$ cat src/rtl/light_chaser_if.sv
// Bus for the light_chaser LED pattern generator.
//   enable  : advance the chaser when 1, hold when 0
//   dir     : rotation direction, 0 = left, 1 = right (only with LIGHTCHASER_DIR_EN)
//   led_out : registered one-hot LED pattern, WIDTH bits
// Modports: master drives enable/dir and observes led_out; slave is the chaser itself.
// Optional feature macro: LIGHTCHASER_DIR_EN (adds dir).
interface light_chaser_if #(
  parameter int unsigned WIDTH = 8
);
  logic             enable;
  logic [WIDTH-1:0] led_out;
`ifdef LIGHTCHASER_DIR_EN
  logic             dir;

  modport master (output enable, output dir, input led_out);
  modport slave  (input enable, input dir, output led_out);
`else
  modport master (output enable, input led_out);
  modport slave  (input enable, output led_out);
`endif
endinterface

$ cat src/rtl/light_chaser.sv
// Rotating one-hot LED chaser. The pattern rotates by one bit every TICKS_PER_STEP
// enabled clock cycles; while enable is low the pattern and the tick counter freeze, so
// motion resumes exactly where it paused.
// Ports:
//   clk   : rising-edge clock
//   rst_n : asynchronous active-low reset (pattern -> bit0, tick counter -> 0)
//   bus   : light_chaser_if.slave (enable in, optional dir in, led_out out)
// Parameters: WIDTH (>= 2) LEDs, TICKS_PER_STEP (>= 1) enabled cycles per step.
// Optional feature macro: LIGHTCHASER_DIR_EN adds bus.dir (1 = rotate right).
module light_chaser #(
  parameter int unsigned WIDTH          = 8,
  parameter int unsigned TICKS_PER_STEP = 4
) (
  input logic           clk,
  input logic           rst_n,
  light_chaser_if.slave bus
);

  // Reject illegal configurations at elaboration.
  if (WIDTH < 2) begin : g_bad_width
    $error("light_chaser: WIDTH must be >= 2");
  end
  if (TICKS_PER_STEP < 1) begin : g_bad_ticks
    $error("light_chaser: TICKS_PER_STEP must be >= 1");
  end

  localparam int unsigned    CNT_W   = (TICKS_PER_STEP > 1) ? $clog2(TICKS_PER_STEP) : 1;
  // With TICKS_PER_STEP == 1 this is 0, so every enabled edge steps and the counter
  // never leaves 0 -- no special case needed.
  localparam logic [CNT_W-1:0] CNT_MAX = CNT_W'(TICKS_PER_STEP - 1);

  logic [WIDTH-1:0] led_q, led_d;
  logic [CNT_W-1:0] cnt_q, cnt_d;
  logic             step;
  logic             go_right;

`ifdef LIGHTCHASER_DIR_EN
  assign go_right = bus.dir;
`else
  assign go_right = 1'b0;
`endif

  always_comb begin
    cnt_d = cnt_q;
    step  = 1'b0;
    if (bus.enable) begin
      if (cnt_q == CNT_MAX) begin
        cnt_d = '0;
        step  = 1'b1;
      end else begin
        cnt_d = cnt_q + CNT_W'(1'b1);
      end
    end
  end

  always_comb begin
    led_d = led_q;
    if (step) begin
      if (go_right) begin
        led_d = {led_q[0], led_q[WIDTH-1:1]};
      end else begin
        led_d = {led_q[WIDTH-2:0], led_q[WIDTH-1]};
      end
    end
  end

  always_ff @(posedge clk or negedge rst_n) begin
    if (!rst_n) begin
      led_q <= WIDTH'(1);
      cnt_q <= '0;
    end else begin
      led_q <= led_d;
      cnt_q <= cnt_d;
    end
  end

  assign bus.led_out = led_q;

endmodule

$ cat src/flat_wrapper.sv
// flat-port wrapper written by rule: the top's interface ports become plain ports
module light_chaser_flat 
#(
  parameter int unsigned WIDTH          = 8,
  parameter int unsigned TICKS_PER_STEP = 4
)
  (clk, rst_n, bus_enable, bus_led_out);
  light_chaser_if #(.WIDTH(WIDTH)) bus_i ();
  input logic clk;
  input logic rst_n;
  input wire logic [$bits(bus_i.enable)-1:0] bus_enable;
  output wire logic [$bits(bus_i.led_out)-1:0] bus_led_out;
  assign bus_i.enable = bus_enable;
  assign bus_led_out = bus_i.led_out;
  light_chaser #(.WIDTH(WIDTH), .TICKS_PER_STEP(TICKS_PER_STEP)) u_core (.clk(clk), .rst_n(rst_n), .bus(bus_i));
endmodule
$ cat config.mk
export PLATFORM = sky130hd
export DESIGN_NAME = light_chaser_flat
export DESIGN_NICKNAME = d
export VERILOG_FILES = /design/src/rtl/light_chaser_if.sv /design/src/rtl/light_chaser.sv /design/src/flat_wrapper.sv
export SDC_FILE = /design/constraint.sdc
export NUM_CORES = 1
export LEC_CHECK = 0
export BUFFER_PORTS_ARGS = -buffer_cell sky130_fd_sc_hd__buf_2
export CORE_AREA = 4 4 41 43
export DETAILED_ROUTE_END_ITERATION = 16
export DIE_AREA = 0 0 45 47
export PLACE_DENSITY_LB_ADDON = 0.05
export REMOVE_ABC_BUFFERS = 1
export SKIP_LAST_GASP = 1
export SLEW_MARGIN = 40
export SYNTH_ARGS = -nofsm -noshare
export SYNTH_HDL_FRONTEND = slang
export SYNTH_SLANG_ARGS = --single-unit
$ cat constraint.sdc
create_clock -name clk -period 1.2 [get_ports clk]
set_input_delay 0.12 -clock clk [delete_from_list [all_inputs] [get_ports clk]]
set_output_delay 0.12 -clock clk [all_outputs]
set_load 0.01 [all_outputs]
After elaboration in Yosys (flattened, before gate mapping) --
Cells that the tools add are included.
Storage, ports and cells: register bits 10, bits in latches 0, RAM bits 0, bits in read-only memories 0, output and inout port bits 8, logic and storage cells 7, memories kept 0
Operators by class: add/sub/neg operators 1, multipliers 0, div/mod/pow operators 0, magnitude comparators 0, equality and inequality tests 1, shift-type cells 0, mux-type cells 3, bitwise logic cells 0, reduce and logical (&&, ||, !) cells 0
Operator list (number):
- adder 2 x 1 -> 2 bit, second input constant | 1
- == test 2 bit, second input constant | 1
- 2-to-1 mux 1 bit | 2
- 2-to-1 mux 2 bit | 1

Logic depth before layout (Yosys ltp) --
Gate-level depths: netlist of the first run.
depth in word-level cells 3, gate-level depth with buffers 3, depth with buffers taken out 3

Worst setup path after synthesis of the first run --
Ideal clock, no wire load.
path type reg2reg, from register u_core.cnt_q[0], to register u_core.led_q[1], in the netlist u_core.bus.led_out[1], setup time 128 ps, arrival time 1034 ps, required time 1072 ps, path slack 39 ps, stages on the path, launching flop included 4, buffers on the path 0, period minus slack after synthesis 1161 ps, cell sequence dfrtp_1 -> ha_1 -> nand2_4 -> mux2_1
On the way: cells in the longest elaborated chain, start to end 3
RTL lines:
- start: declaration | line light_chaser.sv:33 | logic [CNT_W-1:0] cnt_q, cnt_d;
- start signal: assignment | line light_chaser.sv:73 | cnt_q <= cnt_d;
- == test 2 bit | line light_chaser.sv:47 | if (cnt_q == CNT_MAX) begin
- 2-to-1 mux 1 bit | line light_chaser.sv:47
- 2-to-1 mux 1 bit | line light_chaser.sv:46 | if (bus.enable) begin
- end signal: assignment | line light_chaser.sv:72 | led_q <= led_d;
- end: declaration | line light_chaser.sv:32 | logic [WIDTH-1:0] led_q, led_d;
No other way between the ends. A chain may end at the register's enable or synchronous reset.

Worst setup path in the final report of the first run --
Same ends and word-level chain as after synthesis.

==> impl_results.md, run 1 <==
- Worst relative slew slack: 85.8%
- Drt total wl: 658 um
- Status: finished, final reports clean
- Critical Path Slowest Stage Cell: dfrtp_1
- RSZ-0062 raised after global routing: no
- Pre-Repair DR Iteration Count: 2
- Starting density of the core: 30.1%
- Leak: 0.278 nW
- Total GRT Usage: 8.17%
- Startpoint types: register
- I/O Pins: 11
- Die Ht: 47 um
- Nets: 43
- Clk_skew: 0.00350 ns
- Post-Synthesis Cells: 23
- Worst-Margin Slew: 0.213 ns
- CP delay by family, top: flip-flops
- Placement Setup Slack: -0.0362 ns
- Internal: 0.618 mW
- Gpl congestion: 0.616
- Seq pwr share: 48.8%
- Final hold violations: 0
- Max cap viols: 0
- First-pass GRT wire length: 1160 um
- CTS tree: built
- Die area: 2120 sq um
- Peak Freq: 864 MHz
- Synthesized area: 392 sq um
- Yosys reg bits: 10
- Largest net degree at the start of global routing: 11
- CP Class: reg2reg
- Vias/cell: 4.60
- Syn_area_per_cell: 17.0 sq um
- Critical Path AT: 1.30 ns
- Core Region: 1300 sq um
- CP Buf/Inv Count: 0
- Grt ovf: 0
- Maximum clock insertion buffer count: 2
- Initial antenna violation count: 0
- Total number of vias: 244
- Number of global-route vias before repair: 270
- Grt met2 use: 11.9%
- Final ANT Viol Nets: 0
- Worst Hold End: u_core.cnt_q[0]$_DFFE_PN0P_
- Register area share after synthesis: 64.2%
- CTS clk-pin slew, worst paths: 0.06 ns
- YS warnings: 0
- Skew-Pair Late Insertion Delay: 0.26 ns
- Crit path cell chain: ha_4, nand2_8, mux2_1
- Clock H-tree levels: 1
- Reg-to-Reg Start: u_core.cnt_q[0]$_DFFE_PN0P_
- Num rows: 13
- Share of layout cells above drive strength 1: 47.4%
- Detailed placement HPWL: 483 um
- Net Sw Frac: 27.0%
- Routed WL per cell: 12.4 um
- Final setup vio count: 0
- Crit Path Max Fanout: 8
- Slew Limit Fails: 0
- Clk sinks: 10
- Met1 Use GR: 8.75%
- Clock Power Share: 27.4%
- Unique masters post-synth: 7
- Combinational Power Share: 23.9%
- Setup TNS: 0 ns
- Die width: 45 um
- Worst reg-to-reg path cell count: 3
- # diodes: 0
- Pwr Total: 0.846 mW
- Data required, critical path: 1.34 ns
- RR Endpoint: u_core.bus.led_out[1]$_DFFE_PN0P_
- CP max stage delay: 0.42 ns
- Area delta synth->final: 32.3%
- Crit path capture type: register
- Hold Path Class: in2reg
- Pwr Density: 1630 nW/um^2
- FILL cells: 132
- R2R setup slack: 0.04 ns
- HP Start: bus_enable
- Worst vdd ir: 0.566 mV
- Setup ws final: 0.0420 ns
- Global Route met3 Usage: 3.07%
- Num CTS Buffers: 3
- Port Buf Inserts: 10
- DRC Markers: 0
- Most Crowded Layer GR: met2
- Net load switching power: 0.228 mW
- Most common cell after layout, fill and taps aside: buf_2
- DR iter-0 viols: 1
- Min cycle time layout: 1.16 ns
- Period Utilization, post-route: 96.5%
- CTS root buf: clkbuf_4
- Hold Path Stages: 2
- Commonest non-fill, non-tap cells in the layout: buf_2, dfrtp_1, mux2_1
-- power by group through the flow --
stage               registers, mW  clock network (mW)  logic (mW)
CTS                         0.397               0.244       0.159
floorplan                   0.396                   0       0.123
global route                0.416               0.254       0.231
global placement            0.398                   0       0.145
detailed placement          0.402                   0       0.153
finish                      0.413               0.232       0.202
-- Yosys cell counts --
cell	number	area [sq um]
mux2_1	8	90.1
nand2_4	1	11.3
dfrtp_1	9	225
nor2_1	1	3.75
dfstp_2	1	26.3
mux2_2	2	22.5
ha_1	1	12.5
-- routing by layer --
layer | vias to the layer above | routed length [um] | part of all wire (%)
met5 | - | 0 | 0
met4 | 0 | 5 | 0.76
li1 | 116 | - | -
met2 | 7 | 308 | 47
met3 | 2 | 57 | 8.7
met1 | 119 | 286 | 43
-- flip-flops by register name (all words and copies together), names as in the netlist --
register            flops
u_core.bus.led_out      8
u_core.cnt_q            2
-- logic make-up after synthesis --
group / synth area share, %
and+or+nand+nor: 3.83
muxes: 28.8
DFF: 64.2
adders and majority gates: 3.19
-- worst max-delay path by stage --
stage,from,end,slack (ns),cells after the start
after detailed placement,u_core.cnt_q[0]$_DFFE_PN0P_,u_core.bus.led_out[3]$_DFFE_PN0P_,-0.04,3
after floorplan,u_core.cnt_q[0]$_DFFE_PN0P_,u_core.bus.led_out[1]$_DFFE_PN0P_,0.04,3
final,u_core.cnt_q[0]$_DFFE_PN0P_,u_core.bus.led_out[1]$_DFFE_PN0P_,0.04,3
after CTS,u_core.cnt_q[0]$_DFFE_PN0P_,u_core.bus.led_out[3]$_DFFE_PN0P_,0.008,3
after global routing,u_core.cnt_q[0]$_DFFE_PN0P_,u_core.bus.led_out[2]$_DFFE_PN0P_,0.002,3
after global placement,u_core.cnt_q[0]$_DFFE_PN0P_,u_core.bus.led_out[2]$_DFFE_PN0P_,-0.004,3
-- timing repair --
| item | 4_1_cts | 5_1_grt |
|---|---|---|
| pin swaps | 1 | 2 |
| hold buffers | 1 | 0 |
| setup buffers | 0 | 0 |
| setup endpoints to repair | 7 | 7 |
| gates resized for setup | 1 | 2 |
| endpoints found under the hold margin | 10 | 0 |
-- cell type report --
type / count / area (sq um) / area share (%)
clock buffers: 4 / 26.3 / 5.07
multi-input cells: 13 / 161 / 31.2
flip-flops and latches: 10 / 251 / 48.6
well taps: 15 / 18.8 / 3.62
repair buffers: 11 / 60.1 / 11.6
-- through the flow --
stage	hold slack (ns)	instances	instance area, sq um	util (%)
finish	0.221	53	518	39.8
global route	0.225	53	518	39.8
CTS	0.168	53	499	38.4
detailed placement	-0.0123	48	460	35.4
global placement	-0.0168	48	460	35.4
floorplan	-0.176	23	392	-
Note: power is estimated with default switching activity, not from simulation.
==> run 2, diff against run 1 <==
--- a/config.mk
+++ b/config.mk
@@ -5,7 +5,7 @@
 export SDC_FILE = /design/constraint.sdc
 export NUM_CORES = 1
 export LEC_CHECK = 0
-export BUFFER_PORTS_ARGS = -buffer_cell sky130_fd_sc_hd__buf_2
+export BUFFER_PORTS_ARGS = -buffer_cell sky130_fd_sc_hd__buf_4
 export CORE_AREA = 4 4 41 43
 export DETAILED_ROUTE_END_ITERATION = 16
 export DIE_AREA = 0 0 45 47
==> run 2 against run 1 <==
Against the previous run:
- hold slack got worse by 0.072 ns
- via count unchanged
- die area stayed put
- combinational power is 9% lower
- worst setup slack better by 0.0042 ns
- routed wire length increased by 5.5%
- global-route usage fell by 0.11 points
- sequential share of layout area is 2.1 points lower
- core utilization up 1.8 points
- critical path depth unchanged
- critical path type unchanged
- first-iteration DRC count is 100% lower
- non-clock buffer count is 1 higher
==> impl_results.md, run 2 (synthesized netlist as in run 1, its figures left out) <==
- Skew-Pair Late Insertion Delay: 0.26 ns
- # diodes: 0
- DR iter-0 viols: 0
- Final hold violations: 0
- Gpl congestion: 0.649
- CTS clk-pin slew, worst paths: 0.06 ns
- RSZ-0062 raised after global routing: yes
- I/O Pins: 11
- Startpoint types: register
- Nets: 44
- Drt total wl: 694 um
- Max FFs per register: 8
- Die width: 45 um
- Commonest non-fill, non-tap cells in the layout: buf_4, dfrtp_1, mux2_1
- Starting density of the core: 30.1%
- Clk sinks: 10
- Placed Area: 493 sq um
- Most common cell after layout, fill and taps aside: buf_4
- Clock H-tree levels: 1
- Worst-Margin Slew: 0.131 ns
- DRC Markers: 0
- CP Class: reg2reg
- Die Ht: 47 um
- Vias/cell: 4.52
- Routed WL per cell: 12.9 um
- Final core utilization: 41.6%
- FILL cells: 134
- Worst vdd ir: 0.577 mV
- CTS tree: built
- Number of global-route vias before repair: 268
- Final setup vio count: 0
- Data required, critical path: 1.34 ns
- Register area: 251 sq um
- Pre-Repair DR Iteration Count: 1
- CTS root buf: clkbuf_4
- Leak: 0.293 nW
- Hold slack: 0.149 ns
- Total GRT Usage: 8.06%
- Num CTS Buffers: 3
- Num rows: 13
- Hold Path Class: in2reg
- Detailed placement HPWL: 522 um
- Status: finished, final reports clean
- Final non-filler cell area: 542 sq um
- Share of layout cells above drive strength 1: 51.3%
- Crit Path Max Fanout: 8
- Maximum clock insertion buffer count: 2
- Max cap viols: 0
- Pwr Total: 0.871 mW
- Largest net degree at the start of global routing: 11
- First-pass GRT wire length: 1180 um
- Min cycle time layout: 1.15 ns
- Die area: 2120 sq um
- Crit path capture type: register
- Pwr Density: 1610 nW/um^2
- Period Utilization, post-route: 96.2%
- Multi-input gate area: 143 sq um
- Grt ovf: 0
- Peak Freq: 867 MHz
- Port Buf Inserts: 10
- Total number of vias: 244
- Area delta synth->final: 38.3%
- Final ANT Viol Nets: 0
- Worst relative slew slack: 91.3%
- Clk_skew: 0.00365 ns
- Critical Path AT: 1.29 ns
- Slew Limit Fails: 0
- Initial antenna violation count: 0
- Core Region: 1300 sq um
## run 2: cell types whose count changed in the layout (fill, tap and decap cells not counted), sizes merged
cell  previous run  this run
buf             10        11
## run 2: final timing paths
path	start	end	slack (ns)	depth (start not counted)
setup / recovery	u_core.cnt_q[0]$_DFFE_PN0P_	u_core.bus.led_out[4]$_DFFE_PN0P_	0.05	3
hold / removal	bus_enable	u_core.cnt_q[1]$_DFFE_PN0P_	0.15	2
setup reg to reg	u_core.cnt_q[0]$_DFFE_PN0P_	u_core.bus.led_out[4]$_DFFE_PN0P_	0.05	3
hold reg to reg	u_core.cnt_q[1]$_DFFE_PN0P_	u_core.cnt_q[1]$_DFFE_PN0P_	0.52	1
max in group asynchronous	rst_n	u_core.bus.led_out[0]$_DFFE_PN1P_	0.76	2
min in group asynchronous	rst_n	u_core.bus.led_out[7]$_DFFE_PN0P_	0.22	2
## run 2: repair_timing
action	in CTS	in global routing
pin swaps	1	0
endpoints found under the setup margin	7	4
gates cloned	0	0
endpoints found under the hold margin	10	0
hold buffers	1	0
resized for setup	1	0
buffers inserted	0	0
## run 2: report_power, final
part           internal (mW)  switching [mW]  total, mW  leakage, nW
Sequential             0.373          0.0193      0.392        0.132
Combinational          0.106          0.0775      0.184        0.141
Clock                  0.184           0.111      0.295       0.0210
## run 2: cell type report
cell class,count,share of cell area (%)
multi-input cells,13,26.3
well taps,15,3.46
clock buffers,4,6.70
repair buffers,12,17.1
flip-flops and latches,10,46.4
## run 2: metrics by stage
stage	worst slack, ns	std cells	setup TNS (ns)
after global routing	-0.0183	54	-0.0319
after CTS	0.0265	54	0
after global placement	0.0127	49	0
after floorplan	0.0390	23	0
after detailed placement	-0.0186	49	-0.0734
final	0.0462	54	0
## run 2: worst max-delay path: stages (launching register included)
cell and delay, ns:
dfrtp_1 0.38, ha_2 0.20, nand2_4 0.12, mux2_1 0.33
## run 2: routing by layer
metal	up-vias	wire length [um]	GRT usage [%]	share of wire (%)
met5	-	0	0	0
met4	0	0	5.26	0
met3	0	48	3.83	6.9
met2	7	321	11.3	46
met1	122	323	9.84	47
li1	115	-	-	-
==> run 3, diff against run 2 <==
--- a/config.mk
+++ b/config.mk
@@ -5,11 +5,12 @@
 export SDC_FILE = /design/constraint.sdc
 export NUM_CORES = 1
 export LEC_CHECK = 0
+export ABC_AREA = 1
 export BUFFER_PORTS_ARGS = -buffer_cell sky130_fd_sc_hd__buf_4
 export CORE_AREA = 4 4 41 43
 export DETAILED_ROUTE_END_ITERATION = 16
 export DIE_AREA = 0 0 45 47
-export PLACE_DENSITY_LB_ADDON = 0.05
+export PLACE_DENSITY = 0.5
 export REMOVE_ABC_BUFFERS = 1
 export SKIP_LAST_GASP = 1
 export SLEW_MARGIN = 40
==> run 3 against run 2 <==
Against the previous run:
- clock-buffer cell count unchanged
- synthesized cell count up 100%
- total power down 4.3%
- first-iteration DRC count up 6
- largest cell class unchanged
==> impl_results.md, run 3 <==
- CTS tree: built
- Startpoint types: register
- Post-Synthesis Cells: 46
- Yosys reg bits: 10
- YS warnings: 0
- Core Region: 1300 sq um
- CP Class: reg2reg
- Clock H-tree levels: 1
- Slew Limit Fails: 0
- Routed WL per cell: 10.9 um
- Crit path capture type: register
- Net load switching power: 0.230 mW
- Dominant cell type by area after synthesis: dfrtp_1
- Port Buf Inserts: 10
- Critical Path AT: 1.22 ns
- Commonest cells in the netlist: nand2_1, dfrtp_1, nand3_1
- Synthesized area: 419 sq um
- Worst reg-to-reg path cell count: 4
- # diodes: 0
- Critical Path Slowest Stage Cell: dfrtp_1
- Total GRT Usage: 9.34%
- Crit path cell chain: ha_2, nand2_2, nand2_1, nand2_1
- Die width: 45 um
- Worst vdd ir: 1.34 mV
- Postcts setup bufs: 0
- Unique masters post-synth: 10
- Die Ht: 47 um
- RSZ-0062 raised after global routing: no
- Crit Path Max Fanout: 10
- Pwr Total: 0.833 mW
- Share of synthesized registers carrying an async set or reset: 100%
- Most common cell after layout, fill and taps aside: nand2_1
- Detailed placement HPWL: 590 um
- Gpl congestion: 0.663
- Largest net degree at the start of global routing: 13
- Number of global-route vias before repair: 299
- Leak: 0.309 nW
- R2R setup slack: 0.14 ns
- Maximum clock insertion buffer count: 2
- Peak Freq: 945 MHz
- Worst relative slew slack: 87.1%
- Num CTS Buffers: 3
- Initial antenna violation count: 0
- Clk_skew: 0.00670 ns
- Grt ovf: 0
- Combinational Power Share: 16.5%
- Total number of vias: 330
- Max FFs per register: 8
- Synth area leaders: dfrtp_1, nand2_1, nand3_1, dfstp_2, ha_1
- CP max stage delay: 0.37 ns
- Placed cells: 69
- Data required, critical path: 1.36 ns
- CTS clk-pin slew, worst paths: 0.07 ns
- Final ANT Viol Nets: 0
- Internal: 0.603 mW
- Clock Power Share: 37.0%
- Final hold violations: 0
- Drt total wl: 808 um
- Setup TNS: 0 ns
- Crit-path most repeated cell: nand2_1
- Hold Path Class: in2reg
- Seq pwr share: 46.5%
- Num rows: 13
- Final setup vio count: 0
- I/O Pins: 11
- Period Utilization, post-route: 88.2%
- Number of synthesized flops with an enable pin: 0
- Fin cells: 74
- Net Sw Frac: 27.6%
- Syn_area_per_cell: 9.11 sq um
- Hold Path Stages: 3
- Pre-Repair DR Iteration Count: 4
- Pwr Density: 1530 nW/um^2
- Clk sinks: 10
- Starting density of the core: 32.2%
- Min cycle time layout: 1.06 ns
- Area delta synth->final: 29.6%
- Post-synth top area share: 53.7%
- Max cap viols: 0
- First-pass GRT wire length: 1350 um
- Skew-Pair Late Insertion Delay: 0.27 ns
- DR iter-0 viols: 6
- Die area: 2120 sq um
- Status: finished, final reports clean
- DRC Markers: 0
- Share of layout cells above drive strength 1: 28.8%
- Register area share after synthesis: 60.0%
- CTS root buf: clkbuf_4
- Worst-Margin Slew: 0.194 ns
- Commonest non-fill, non-tap cells in the layout: nand2_1, buf_4, dfrtp_1
- Nets: 64
- Vias/cell: 4.46
- Most frequent cell after synthesis: nand2_1
- Ys flop type: dfrtp_1
run 3: per-layer routing:
| layer | up-vias | GRT usage, % | routed length [um] |
|---|---|---|---|
| met1 | 148 | 11.2 | 344 |
| li1 | 170 | - | - |
| met3 | 0 | 7.28 | 83 |
| met4 | 0 | 1.75 | 0 |
| met5 | - | 0 | 0 |
| met2 | 12 | 13.3 | 381 |
run 3: stage by stage:
step                cell area (sq um)  worst slack, ns  utilization, %  hold slack (ns)
floorplan                         400            0.181               -           -0.176
global placement                  494           0.0725            38.0          -0.0433
detailed placement                494           0.0371            38.0          -0.0431
CTS                               541           0.0324            41.5            0.131
global route                      543           0.0520            41.7            0.148
finish                            543            0.142            41.7            0.137
run 3: repair_timing:
item                                    in CTS  in global routing
resized for setup                            0                  1
hold buffers                                 1                  0
endpoints found under the setup margin       0                  8
endpoints found under the hold margin       10                  0
run 3: path summary, 6_finish.rpt:
| path | startpoint | end |
|---|---|---|
| setup reg to reg | u_core.cnt_q[0]$_DFFE_PN0P_ | u_core.bus.led_out[5]$_DFFE_PN0P_ |
| min in group asynchronous | rst_n | u_core.bus.led_out[1]$_DFFE_PN0P_ |
| setup / recovery | u_core.cnt_q[0]$_DFFE_PN0P_ | u_core.bus.led_out[5]$_DFFE_PN0P_ |
| max in group asynchronous | rst_n | u_core.bus.led_out[0]$_DFFE_PN1P_ |
| hold reg to reg | u_core.bus.led_out[0]$_DFFE_PN1P_ | u_core.bus.led_out[0]$_DFFE_PN1P_ |
| hold / removal | bus_enable | u_core.bus.led_out[0]$_DFFE_PN1P_ |
run 3: cell families after synthesis:
kind of cell / after synthesis / share of synthesized area, %
flip-flops: 10 / 60.0
AND/OR/NAND/NOR: 32 / 31.6
buffers and inverters: 3 / 5.37
adder cells (fa/ha/maj): 1 / 2.98
run 3: power groups by stage:
stage	clock network (mW)	logic, mW	registers (mW)
2_1_floorplan	0	0.0943	0.389
3_3_place_gp	0	0.129	0.391
3_5_place_dp	0	0.129	0.393
4_1_cts	0.323	0.132	0.386
5_1_grt	0.342	0.157	0.390
6_report	0.308	0.138	0.387
run 3: worst max-delay path: cells and delay by family (launching register included):
kind                       cells  cell delay [ns]
DFF                            1             0.37
adders and majority gates      1             0.30
and+or+nand+nor                3             0.29
run 3: cell type report:
cell class,count,area [sq um]
Tap cell,15,18.8
Timing Repair Buffer,11,85.1
Sequential cell,10,251
Clock buffer,4,36.3
Multi-Input combinational cell,33,148
Inverter,1,3.75
Fill cell,140,758
